===== src/rtl/ram_sp_param_clr.sv =====
// ram_sp_param_clr
//   Single-port synchronous RAM. The word width and depth are parameters.
//   Reads are registered and flagged with a one-cycle rd_valid strobe.
//   The read-during-write behaviour is selectable.
//   A built-in clear engine writes CLR_VAL into every word after reset and
//   whenever clr is pulsed while the block is idle.
//
// Parameters
//   DATA_W   word width in bits
//   ADDR_W   address width in bits
//   DEPTH    number of words, 1 <= DEPTH <= 2**ADDR_W
//   RD_MODE  0 = read-first (old data), 1 = write-first (new data)
//   CLR_VAL  value written to every word by the clear sweep
//
// Ports
//   clk       clock, all state changes on the rising edge
//   rst       asynchronous reset, active-high
//   clr       pulse that starts a clear sweep (ignored while busy)
//   we, re    write / read enable
//   addr      word address shared by read and write
//   data_in   write data
//   data_out  registered read data
//   rd_valid  one-cycle pulse: data_out was updated by a read
//   busy      clear sweep in progress; user accesses are ignored

module ram_sp_param_clr #(
    parameter int                DATA_W  = 4,
    parameter int                ADDR_W  = 8,
    parameter int                DEPTH   = 2**ADDR_W,
    parameter int                RD_MODE = 0,
    parameter logic [DATA_W-1:0] CLR_VAL = {DATA_W{1'b0}}
) (
    input  logic              clk,
    input  logic              rst,
    input  logic              clr,
    input  logic              we,
    input  logic              re,
    input  logic [ADDR_W-1:0] addr,
    input  logic [DATA_W-1:0] data_in,
    output logic [DATA_W-1:0] data_out,
    output logic              rd_valid,
    output logic              busy
);

    typedef enum logic [0:0] {
        ST_CLEAR = 1'b0,
        ST_IDLE  = 1'b1
    } state_t;

    // The sweep pointer is one bit wider than the address so that a
    // full-size array (DEPTH = 2**ADDR_W) can be compared against its last
    // index without the pointer wrapping.
    localparam logic [ADDR_W:0] DEPTH_C    = (ADDR_W+1)'(DEPTH);
    localparam logic [ADDR_W:0] LAST_PTR_C = (ADDR_W+1)'(DEPTH - 1);

    state_t            state_r;
    logic [ADDR_W:0]   clr_ptr_r;
    logic              busy_r;
    logic [DATA_W-1:0] data_out_r;
    logic              rd_valid_r;

    logic [DATA_W-1:0] mem [DEPTH];

    logic              idle_s;
    logic              addr_ok_s;
    logic              wr_en_s;
    logic              rd_en_s;
    logic [DATA_W-1:0] rd_word_s;

    // True when the address falls inside the populated part of the array.
    function automatic logic addr_in_range(input logic [ADDR_W-1:0] a);
        return ({1'b0, a} < DEPTH_C);
    endfunction

    // Access decode and selection of the read word.
    // An out-of-range read returns zero.
    // A write-first collision forwards data_in.
    always_comb begin
        idle_s    = (state_r == ST_IDLE);
        addr_ok_s = addr_in_range(addr);
        wr_en_s   = idle_s & we & addr_ok_s;
        rd_en_s   = idle_s & re;
        if (!addr_ok_s) begin
            rd_word_s = {DATA_W{1'b0}};
        end else if (we && (RD_MODE == 1)) begin
            rd_word_s = data_in;
        end else begin
            rd_word_s = mem[addr];
        end
    end

    // Storage array: either the sweep or a user write, never both.
    always_ff @(posedge clk) begin
        if (state_r == ST_CLEAR) begin
            mem[clr_ptr_r[ADDR_W-1:0]] <= CLR_VAL;
        end else if (wr_en_s) begin
            mem[addr] <= data_in;
        end
    end

    // Clear-engine FSM plus the registered read outputs.
    always_ff @(posedge clk or posedge rst) begin
        if (rst) begin
            state_r    <= ST_CLEAR;
            clr_ptr_r  <= {(ADDR_W+1){1'b0}};
            busy_r     <= 1'b1;
            data_out_r <= {DATA_W{1'b0}};
            rd_valid_r <= 1'b0;
        end else begin
            case (state_r)
                ST_CLEAR: begin
                    rd_valid_r <= 1'b0;
                    if (clr_ptr_r == LAST_PTR_C) begin
                        state_r   <= ST_IDLE;
                        busy_r    <= 1'b0;
                        clr_ptr_r <= {(ADDR_W+1){1'b0}};
                    end else begin
                        clr_ptr_r <= clr_ptr_r + {{ADDR_W{1'b0}}, 1'b1};
                    end
                end
                ST_IDLE: begin
                    if (rd_en_s) begin
                        data_out_r <= rd_word_s;
                        rd_valid_r <= 1'b1;
                    end else begin
                        rd_valid_r <= 1'b0;
                    end
                    // The access in this cycle still completes.
                    // The sweep then overwrites it.
                    if (clr) begin
                        state_r   <= ST_CLEAR;
                        clr_ptr_r <= {(ADDR_W+1){1'b0}};
                        busy_r    <= 1'b1;
                    end else begin
                        busy_r    <= 1'b0;
                    end
                end
                default: begin
                    state_r    <= ST_CLEAR;
                    clr_ptr_r  <= {(ADDR_W+1){1'b0}};
                    busy_r     <= 1'b1;
                    rd_valid_r <= 1'b0;
                end
            endcase
        end
    end

    assign data_out = data_out_r;
    assign rd_valid = rd_valid_r;
    assign busy     = busy_r;

endmodule


===== config.mk =====
export PLATFORM = sky130hd
export DESIGN_NAME = ram_sp_param_clr
export DESIGN_NICKNAME = d
export VERILOG_FILES = /design/src/rtl/ram_sp_param_clr.sv
export SDC_FILE = /design/constraint.sdc
export NUM_CORES = 1
export LEC_CHECK = 0
export BUFFER_PORTS_ARGS = -buffer_cell sky130_fd_sc_hd__buf_2
export CAP_MARGIN = 10
export CORE_ASPECT_RATIO = 0.9
export CORE_MARGIN = 4
export CORE_UTILIZATION = 50
export CTS_CLUSTER_DIAMETER = 60
export DETAILED_ROUTE_END_ITERATION = 16
export GPL_ROUTABILITY_DRIVEN = 0
export PLACE_DENSITY_LB_ADDON = 0.15
export SYNTH_ARGS = -nofsm -noshare
export SYNTH_HDL_FRONTEND = slang
export SYNTH_SLANG_ARGS = --single-unit

===== constraint.sdc =====
create_clock -name clk -period 6.51 [get_ports clk]
set_input_delay 0.9765 -clock clk [delete_from_list [all_inputs] [get_ports clk]]
set_output_delay 0.9765 -clock clk [all_outputs]
set_load 0.01 [all_outputs]

==> results.json, run 1 <==
{
  "ys.flop_type": "edfxtp_1",
  "placed_area_um2": 42450,
  "final_cells": 3341,
  "grt_pass1_wl_mm": 150.6,
  "synth_top_family_by_area": "multiplexers",
  "post-place-ws_ns": 1.935,
  "dieArea_um2": 87450,
  "cts-root-buf": "clkbuf_16",
  "clk_pin_slew_ns": 0.06,
  "setup_slack_ns": 2.115,
  "grt_usage": 0.2351,
  "internal_power_mw": 10.99,
  "final_area_um2": 45730,
  "end_kind": "flop",
  "syn_avg_cell_area_um2": 19.06,
  "wl_mm": 102.2,
  "switching_power_mw": 3.415,
  "leakage_nw": 14.39,
  "place_hpwl_mm": 61.64,
  "avgViaCountPerCell": 6.384,
  "dieHeight_um": 281.0,
  "synth.area.mux_share": 0.1400,
  "cts_resized": 0,
  "synth_nets": 2190,
  "tritoncts": "built",
  "nets": 2212,
  "maxClockFrequency_mhz": 227.5,
  "dp_cells": 3147,
  "cts.htree.levels": 3,
  "r2r-start": "idle_s$_DFF_PP0_",
  "grt_pass1_vias": 21460,
  "ys_types": 59,
  "hold_viol_final": 0,
  "fin_skew_ns": 0.03223,
  "synth_edf_count": 1024,
  "ff2ff_path_depth": 5,
  "synth_area_um2": 41390,
  "syn_inst": 2172,
  "async_reset_ff_frac": 0.01538,
  "port-buffer-count": 22,
  "combPwrFrac": 0.079,
  "critPathKind": "flop to flop",
  "grt_max_degree": 207,
  "fin_crit_ns": 4.395,
  "start_kind": "flop",
  "post_drt_wl_per_cell_um": 30.60,
  "hold_slack_ns": 0.4443,
  "start_util": 0.5078,
  "slew_viol_final": 0,
  "die-width_um": 311.3,
  "reg2reg_slack_ns": 2.11,
  "dr.first_iter.drc_count": 2951,
  "p_seq_frac": 0.521,
  "required_ns": 6.83,
  "maxCapViolCount": 0,
  "ys_seq_area_frac": 0.7526,
  "ios": 23,
  "ant_nets": 0,
  "synth.ff_latch_count": 1040,
  "rsz0062_at_grt": "false",
  "ys.warnings.count": 0,
  "grt-ovfl-total": 0,
  "min_path_type": "primary input to asynchronous set/reset pin",
  "clk_latency_ns": 0.68,
  "setup_viol": 0,
  "fillCellCount": 6120,
  "tns_ns": 0,
  "r2r-end": "mem[139][2]$_DFFE_PP_",
  "cts_made_buffers": 105,
  "cts_buffer_depth": 3,
  "core-area_um2": 81510,
  "row_count": 99,
  "worst_pin_slew_ns": 1.265,
  "drc": 0,
  "synth_compound_area_frac": 0.03942,
  "crit_fanout": 21,
  "post-route-period-util": 0.6751,
  "post_cts_buffers": 0,
  "synthXorXnorAreaFrac": 0.0006348,
  "num_vias": 21330,
  "syn2layout_area_growth_pct": 10.49,
  "power_density_nw_per_um2": 314.9,
  "first_pass_iters": 6,
  "vdd_drop_max_v": 0.0002374,
  "ctsHoldBuffers": 0,
  "clkSinkCount": 1040,
  "antenna_found_initial": 3,
  "antenna_cells": 0,
  "relSlewSlack": 0.1542,
  "clockPowerShare": 0.400,
  "swShare": 0.2371,
  "layout-drive-gt1-share": 0.1920,
  "status": "complete, no violations",
  "arrival_ns": 4.71,
  "synthAdderAreaFrac": 0.0003023,
  "synth-simple-area-share": 0.04794
}
==> area by class of cell <==
| type | count | area, um^2 | area share |
|---|---|---|---|
| Sequential cell | 1040 | 31150 | 0.6812 |
| Multi-Input combinational cell | 992 | 9522 | 0.2082 |
| Clock buffer | 135 | 2831 | 0.06192 |
| Tap cell | 1060 | 1326 | 0.02900 |
| Clock inverter | 59 | 449.2 | 0.009822 |
| Timing Repair Buffer | 51 | 435.4 | 0.009521 |
| Inverter | 4 | 15.01 | 0.0003283 |
==> critical path: stages, from the launching register on <==
cell     delay [ns]
dfrtp_1        0.85
and2_0         0.71
nand3_1        0.16
o21ai_1        0.46
nand3_1        1.11
nor2_1         0.73
==> cell usage in the layout, fill, tap and decap left out, types with 8 or more instances in the layout <==
cell,Yosys,routed
nand3b_1,10,10
nand4_1,8,8
nand3_1,45,39
clkinv_1,1,21
clkbuf_16,0,106
clkbuf_1,69,22
mux4_2,212,212
nand2b_1,8,8
a22oi_1,61,61
nor2_1,269,268
clkinv_2,0,24
a22o_1,13,13
and3_1,14,10
dfrtp_1,15,15
o221ai_1,28,28
a21oi_1,14,14
mux2i_1,80,80
edfxtp_1,1024,1024
o21ai_0,24,24
nand2_1,86,86
buf_2,27,20
o22ai_1,20,20
buf_4,13,22
==> state kept, by name (all words and copies together) (netlist names) <==
name / cells
rd_valid: 1
busy: 1
data_out: 4
idle_s: 1
clr_ptr_r: 9
mem: 1024
==> through the flow <==
step | total power, mW | utilization
finish | 14.40 | 0.5611
global route | 14.84 | 0.5611
CTS | 14.47 | 0.5611
detailed placement | 8.764 | 0.5208
global placement | 8.757 | 0.5208
floorplan | 8.268 | -
==> per-layer routing <==
| layer | vias to the layer above | global-route usage | wire, um |
|---|---|---|---|
| li1 | 8888 | - | - |
| met1 | 11240 | 0.3482 | 43340 |
| met2 | 999 | 0.3532 | 46600 |
| met3 | 195 | 0.05552 | 9260 |
| met4 | 6 | 0.06963 | 2980 |
| met5 | - | 0 | 40 |
==> cells in the mapped netlist, drive strengths merged (2+ instances only) <==
| library cell | count | area, um^2 |
|---|---|---|
| a211o | 3 | 26.28 |
| a211oi | 6 | 45.04 |
| a21boi | 7 | 52.55 |
| a21oi | 14 | 70.07 |
| a221o | 3 | 30.03 |
| a221oi | 8 | 82.58 |
| a22o | 13 | 113.9 |
| a22oi | 61 | 457.9 |
| a311oi | 2 | 17.52 |
| a31oi | 5 | 31.28 |
| and2 | 3 | 18.77 |
| and3 | 14 | 87.58 |
| buf | 67 | 516.7 |
| clkbuf | 69 | 259.0 |
| dfrtp | 15 | 375.4 |
| edfxtp | 1024 | 30750 |
| inv | 3 | 11.26 |
| mux2 | 3 | 33.78 |
| mux2i | 80 | 800.8 |
| mux4 | 219 | 4959 |
| nand2 | 86 | 322.8 |
| nand2b | 8 | 50.05 |
| nand3 | 45 | 225.2 |
| nand3b | 10 | 75.07 |
| nand4 | 8 | 50.05 |
| nor2 | 269 | 1010 |
| nor2b | 9 | 56.30 |
| nor3 | 7 | 35.03 |
| nor4 | 3 | 18.77 |
| o211ai | 6 | 45.04 |
| o21ai | 27 | 135.1 |
| o221ai | 28 | 245.2 |
| o22a | 4 | 35.03 |
| o22ai | 20 | 125.1 |
| o31ai | 7 | 66.31 |
| or3 | 2 | 12.51 |
| xnor2 | 2 | 17.52 |
==> cells by family (layout without fill, tap and decap cells) <==
logic type	Yosys count	after routing
simple gates	467	467
compound gates	219	219
mux	302	302
flops	1040	1040
buf+inv	140	249
fa+ha+maj	1	1
xor+xnor	3	3
==> power groups by stage <==
stage | Sequential [mW] | Combinational, mW | Clock [mW]
final | 7.50 | 1.14 | 5.76
after global routing | 7.50 | 1.19 | 6.14
after CTS | 7.49 | 1.14 | 5.85
after detailed placement | 7.63 | 1.13 | 0
after global placement | 7.63 | 1.13 | 0
after floorplan | 7.60 | 0.671 | 0
==> how the worst max path moves through the flow <==
stage | slack, ns | endpoint | from | depth (start not counted)
after global placement | 1.97 | mem[114][1]$_DFFE_PP_ | we | 5
final | 2.11 | mem[139][2]$_DFFE_PP_ | idle_s$_DFF_PP0_ | 5
after global routing | 2.03 | mem[139][1]$_DFFE_PP_ | idle_s$_DFF_PP0_ | 5
after CTS | 2.25 | mem[139][1]$_DFFE_PP_ | idle_s$_DFF_PP0_ | 5
after detailed placement | 1.93 | mem[114][2]$_DFFE_PP_ | we | 5
after floorplan | 1.35 | mem[0][0]$_DFFE_PP_ | data_in[0] | 1
No activity file was read; power rests on OpenSTA's default activity.
==> run 2: changes to the inputs <==
--- a/config.mk
+++ b/config.mk
@@ -5,6 +5,7 @@
 export SDC_FILE = /design/constraint.sdc
 export NUM_CORES = 1
 export LEC_CHECK = 0
+export ABC_AREA = 1
 export BUFFER_PORTS_ARGS = -buffer_cell sky130_fd_sc_hd__buf_2
 export CAP_MARGIN = 10
 export CORE_ASPECT_RATIO = 0.9
==> constraint.sdc (replaced) <==
create_clock -name clk -period 4.2 [get_ports clk]
set_input_delay 0.63 -clock clk [delete_from_list [all_inputs] [get_ports clk]]
set_output_delay 0.63 -clock clk [all_outputs]
set_load 0.01 [all_outputs]
==> results.json, run 2 <==
{
  "grt_max_degree": 141,
  "relSlewSlack": 0.3109,
  "final_area_um2": 48090,
  "ios": 23,
  "num_vias": 28570,
  "ys_types": 34,
  "setup_viol": 0,
  "cp_top_family": "simple AND/OR/NAND/NOR gates",
  "hold_viol_final": 0,
  "post-route-period-util": 0.7480,
  "critPathSlowestCell": "nor2_1",
  "slew_viol_final": 0,
  "synth_area_um2": 43450,
  "use_met1": 0.3625,
  "ys_seq_area_frac": 0.7169,
  "drc": 0,
  "path_buf_inv": 2,
  "maxClockFrequency_mhz": 318.3,
  "synth_edf_count": 1024,
  "post-route-util": 0.5582,
  "required_ns": 4.50,
  "ys_top_cells_by_area": "edfxtp_1, nand3_1, nand2_1",
  "top_register": "mem",
  "fin_skew_ns": 0.02746,
  "first_pass_iters": 6,
  "end_kind": "flop",
  "ant_nets": 0,
  "synth_area_leader_cell": "edfxtp_1",
  "row_count": 102,
  "busiest_layer": "met2",
  "cts-root-buf": "clkbuf_16",
  "power_density_nw_per_um2": 490.9,
  "grt-ovfl-total": 0,
  "grt_util_met3": 0.04949,
  "port-buffer-count": 22,
  "clk_latency_ns": 0.68,
  "layout-drive-gt1-share": 0.07784,
  "cts_resized": 0,
  "worst_pin_slew_ns": 1.034,
  "maxCapViolCount": 0,
  "grt_pass1_vias": 27450,
  "crit_fanout": 16,
  "arrival_ns": 3.45,
  "final_common_cell": "nand2_1",
  "grt_use_met2": 0.3927,
  "synth_most_common_cell": "nand2_1",
  "cts_made_buffers": 105,
  "synth_top_area_share": 0.7077,
  "die-width_um": 318.7,
  "antenna_found_initial": 3,
  "path_cells": "nand2_2, buf_4, o21ai_2, inv_2, nor2_4, nand2_2, nor2_1",
  "vdd_drop_max_v": 0.0003783,
  "start_kind": "flop",
  "largest_register_ff_count": 1024,
  "min_path_type": "primary input to asynchronous set/reset pin",
  "avgViaCountPerCell": 5.731,
  "hold_slack_ns": 0.1403,
  "post_drt_wl_per_cell_um": 23.32,
  "cts.htree.levels": 3,
  "async_reset_ff_frac": 0.01538,
  "grt_usage": 0.2521,
  "wl_mm": 116.3,
  "dieArea_um2": 91690,
  "post-place-ws_ns": 0.7884,
  "status": "complete, no violations",
  "fin_crit_ns": 3.142,
  "syn2layout_area_growth_pct": 10.67,
  "yosys-top-cells-count": "nand2_1, edfxtp_1, nand3_1, nor2_1, buf_2",
  "layout_common_cells": "nand2_1, edfxtp_1, nand3_1, nor2_1, clkbuf_16",
  "grt_pass1_wl_mm": 174.7,
  "syn_inst": 3811,
  "rsz0062_at_grt": "false",
  "clk_pin_slew_ns": 0.06,
  "synth.ff_latch_count": 1040,
  "critPathKind": "flop to flop",
  "start_util": 0.5044,
  "syn_avg_cell_area_um2": 11.40,
  "dieHeight_um": 287.7,
  "post_cts_buffers": 0,
  "seq_area_um2": 31150,
  "ys.warnings.count": 0,
  "leakage_nw": 17.01,
  "setup_slack_ns": 1.058,
  "multi_input_area_um2": 10710,
  "nets": 3773,
  "cpPeakStageDelay_ns": 0.70,
  "ys.flop_type": "edfxtp_1",
  "tritoncts": "built",
  "synth_nets": 3829,
  "core-area_um2": 86150,
  "place_hpwl_mm": 67.55,
  "path_common_cell": "nand2_2",
  "fillCellCount": 7255,
  "ctsHoldBuffers": 0,
  "clkSinkCount": 1040,
  "cts_buffer_depth": 3,
  "placed_area_um2": 44560,
  "dr.first_iter.drc_count": 3188
}
==> run 2: changes by cell type in the layout (fill, tap and decap cells not counted), moves of 29 or more <==
cell	before	now
a22oi_1	61	0
buf_4	22	51
inv_1	3	50
mux2i_1	80	0
mux4_2	212	0
nand2_1	86	1108
nand3_1	39	1002
==> run 2: worst register-to-register path, cell delays in order (launching register included) <==
cell and delay, ns:
dfrtp_1 0.49, nand2_2 0.34, buf_4 0.30, o21ai_2 0.23, inv_2 0.10, nor2_4 0.18
nand2_2 0.41, nor2_1 0.70
==> run 2: layer usage <==
layer  wire length, um  vias up
li1                  -    13250
met1             49620    13920
met2             53010     1194
met3             10230      204
met4              3408        0
met5                 0        -
==> run 2: power by group <==
group / internal [mW] / switching (mW)
sequential: 11.5 / 0.0973
clock: 5.62 / 3.96
combinational: 0.520 / 1.88
==> run 2: cells by family (layout without fill, tap and decap cells) <==
group	Yosys count	in the layout	share of synthesized area
adders and majority gates	1	1	0.0002879
xor gates and xnor gates	4	4	0.0008064
AOI/OAI and AO/OA	18	18	0.003283
and+or+nand+nor	2427	2427	0.2415
DFF	1040	1040	0.7169
buffers and inverters	321	351	0.03720
other	0	1	0
==> run 2: layout make-up <==
class	instances	area share
Sequential cell	1040	0.6478
Multi-Input combinational cell	2450	0.2228
Clock buffer	132	0.05867
Tap cell	1144	0.02977
Timing Repair Buffer	97	0.02097
Clock inverter	61	0.01467
Inverter	61	0.005308
Antenna cell	1	0.00005204
==> run 2: final timing paths <==
| path | end | slack (ns) | startpoint | cells past startpoint |
|---|---|---|---|---|
| max | mem[127][3]$_DFFE_PP_ | 1.06 | idle_s$_DFF_PP0_ | 7 |
| max reg2reg | mem[127][3]$_DFFE_PP_ | 1.06 | idle_s$_DFF_PP0_ | 7 |
| min reg2reg | busy$_DFFE_PP1P_ | 0.47 | busy$_DFFE_PP1P_ | 2 |
| max in group asynchronous | rd_valid$_DFF_PP0_ | 3.51 | rst | 2 |
| min in group clk | busy$_DFFE_PP1P_ | 0.23 | clr | 3 |
| min | clr_ptr_r[5]$_DFFE_PP0P_ | 0.14 | rst | 2 |
==> run 2: metrics by stage <==
| step | cells | TNS (ns) | power (mW) |
|---|---|---|---|
| 2_1_floorplan | 3811 | -1173.36 | 13.22 |
| 3_3_place_gp | 4792 | 0 | 14.21 |
| 3_5_place_dp | 4792 | 0 | 14.22 |
| 4_1_cts | 4985 | 0 | 23.69 |
| 5_1_grt | 4985 | 0 | 24.36 |
| 6_report | 4986 | 0 | 23.61 |
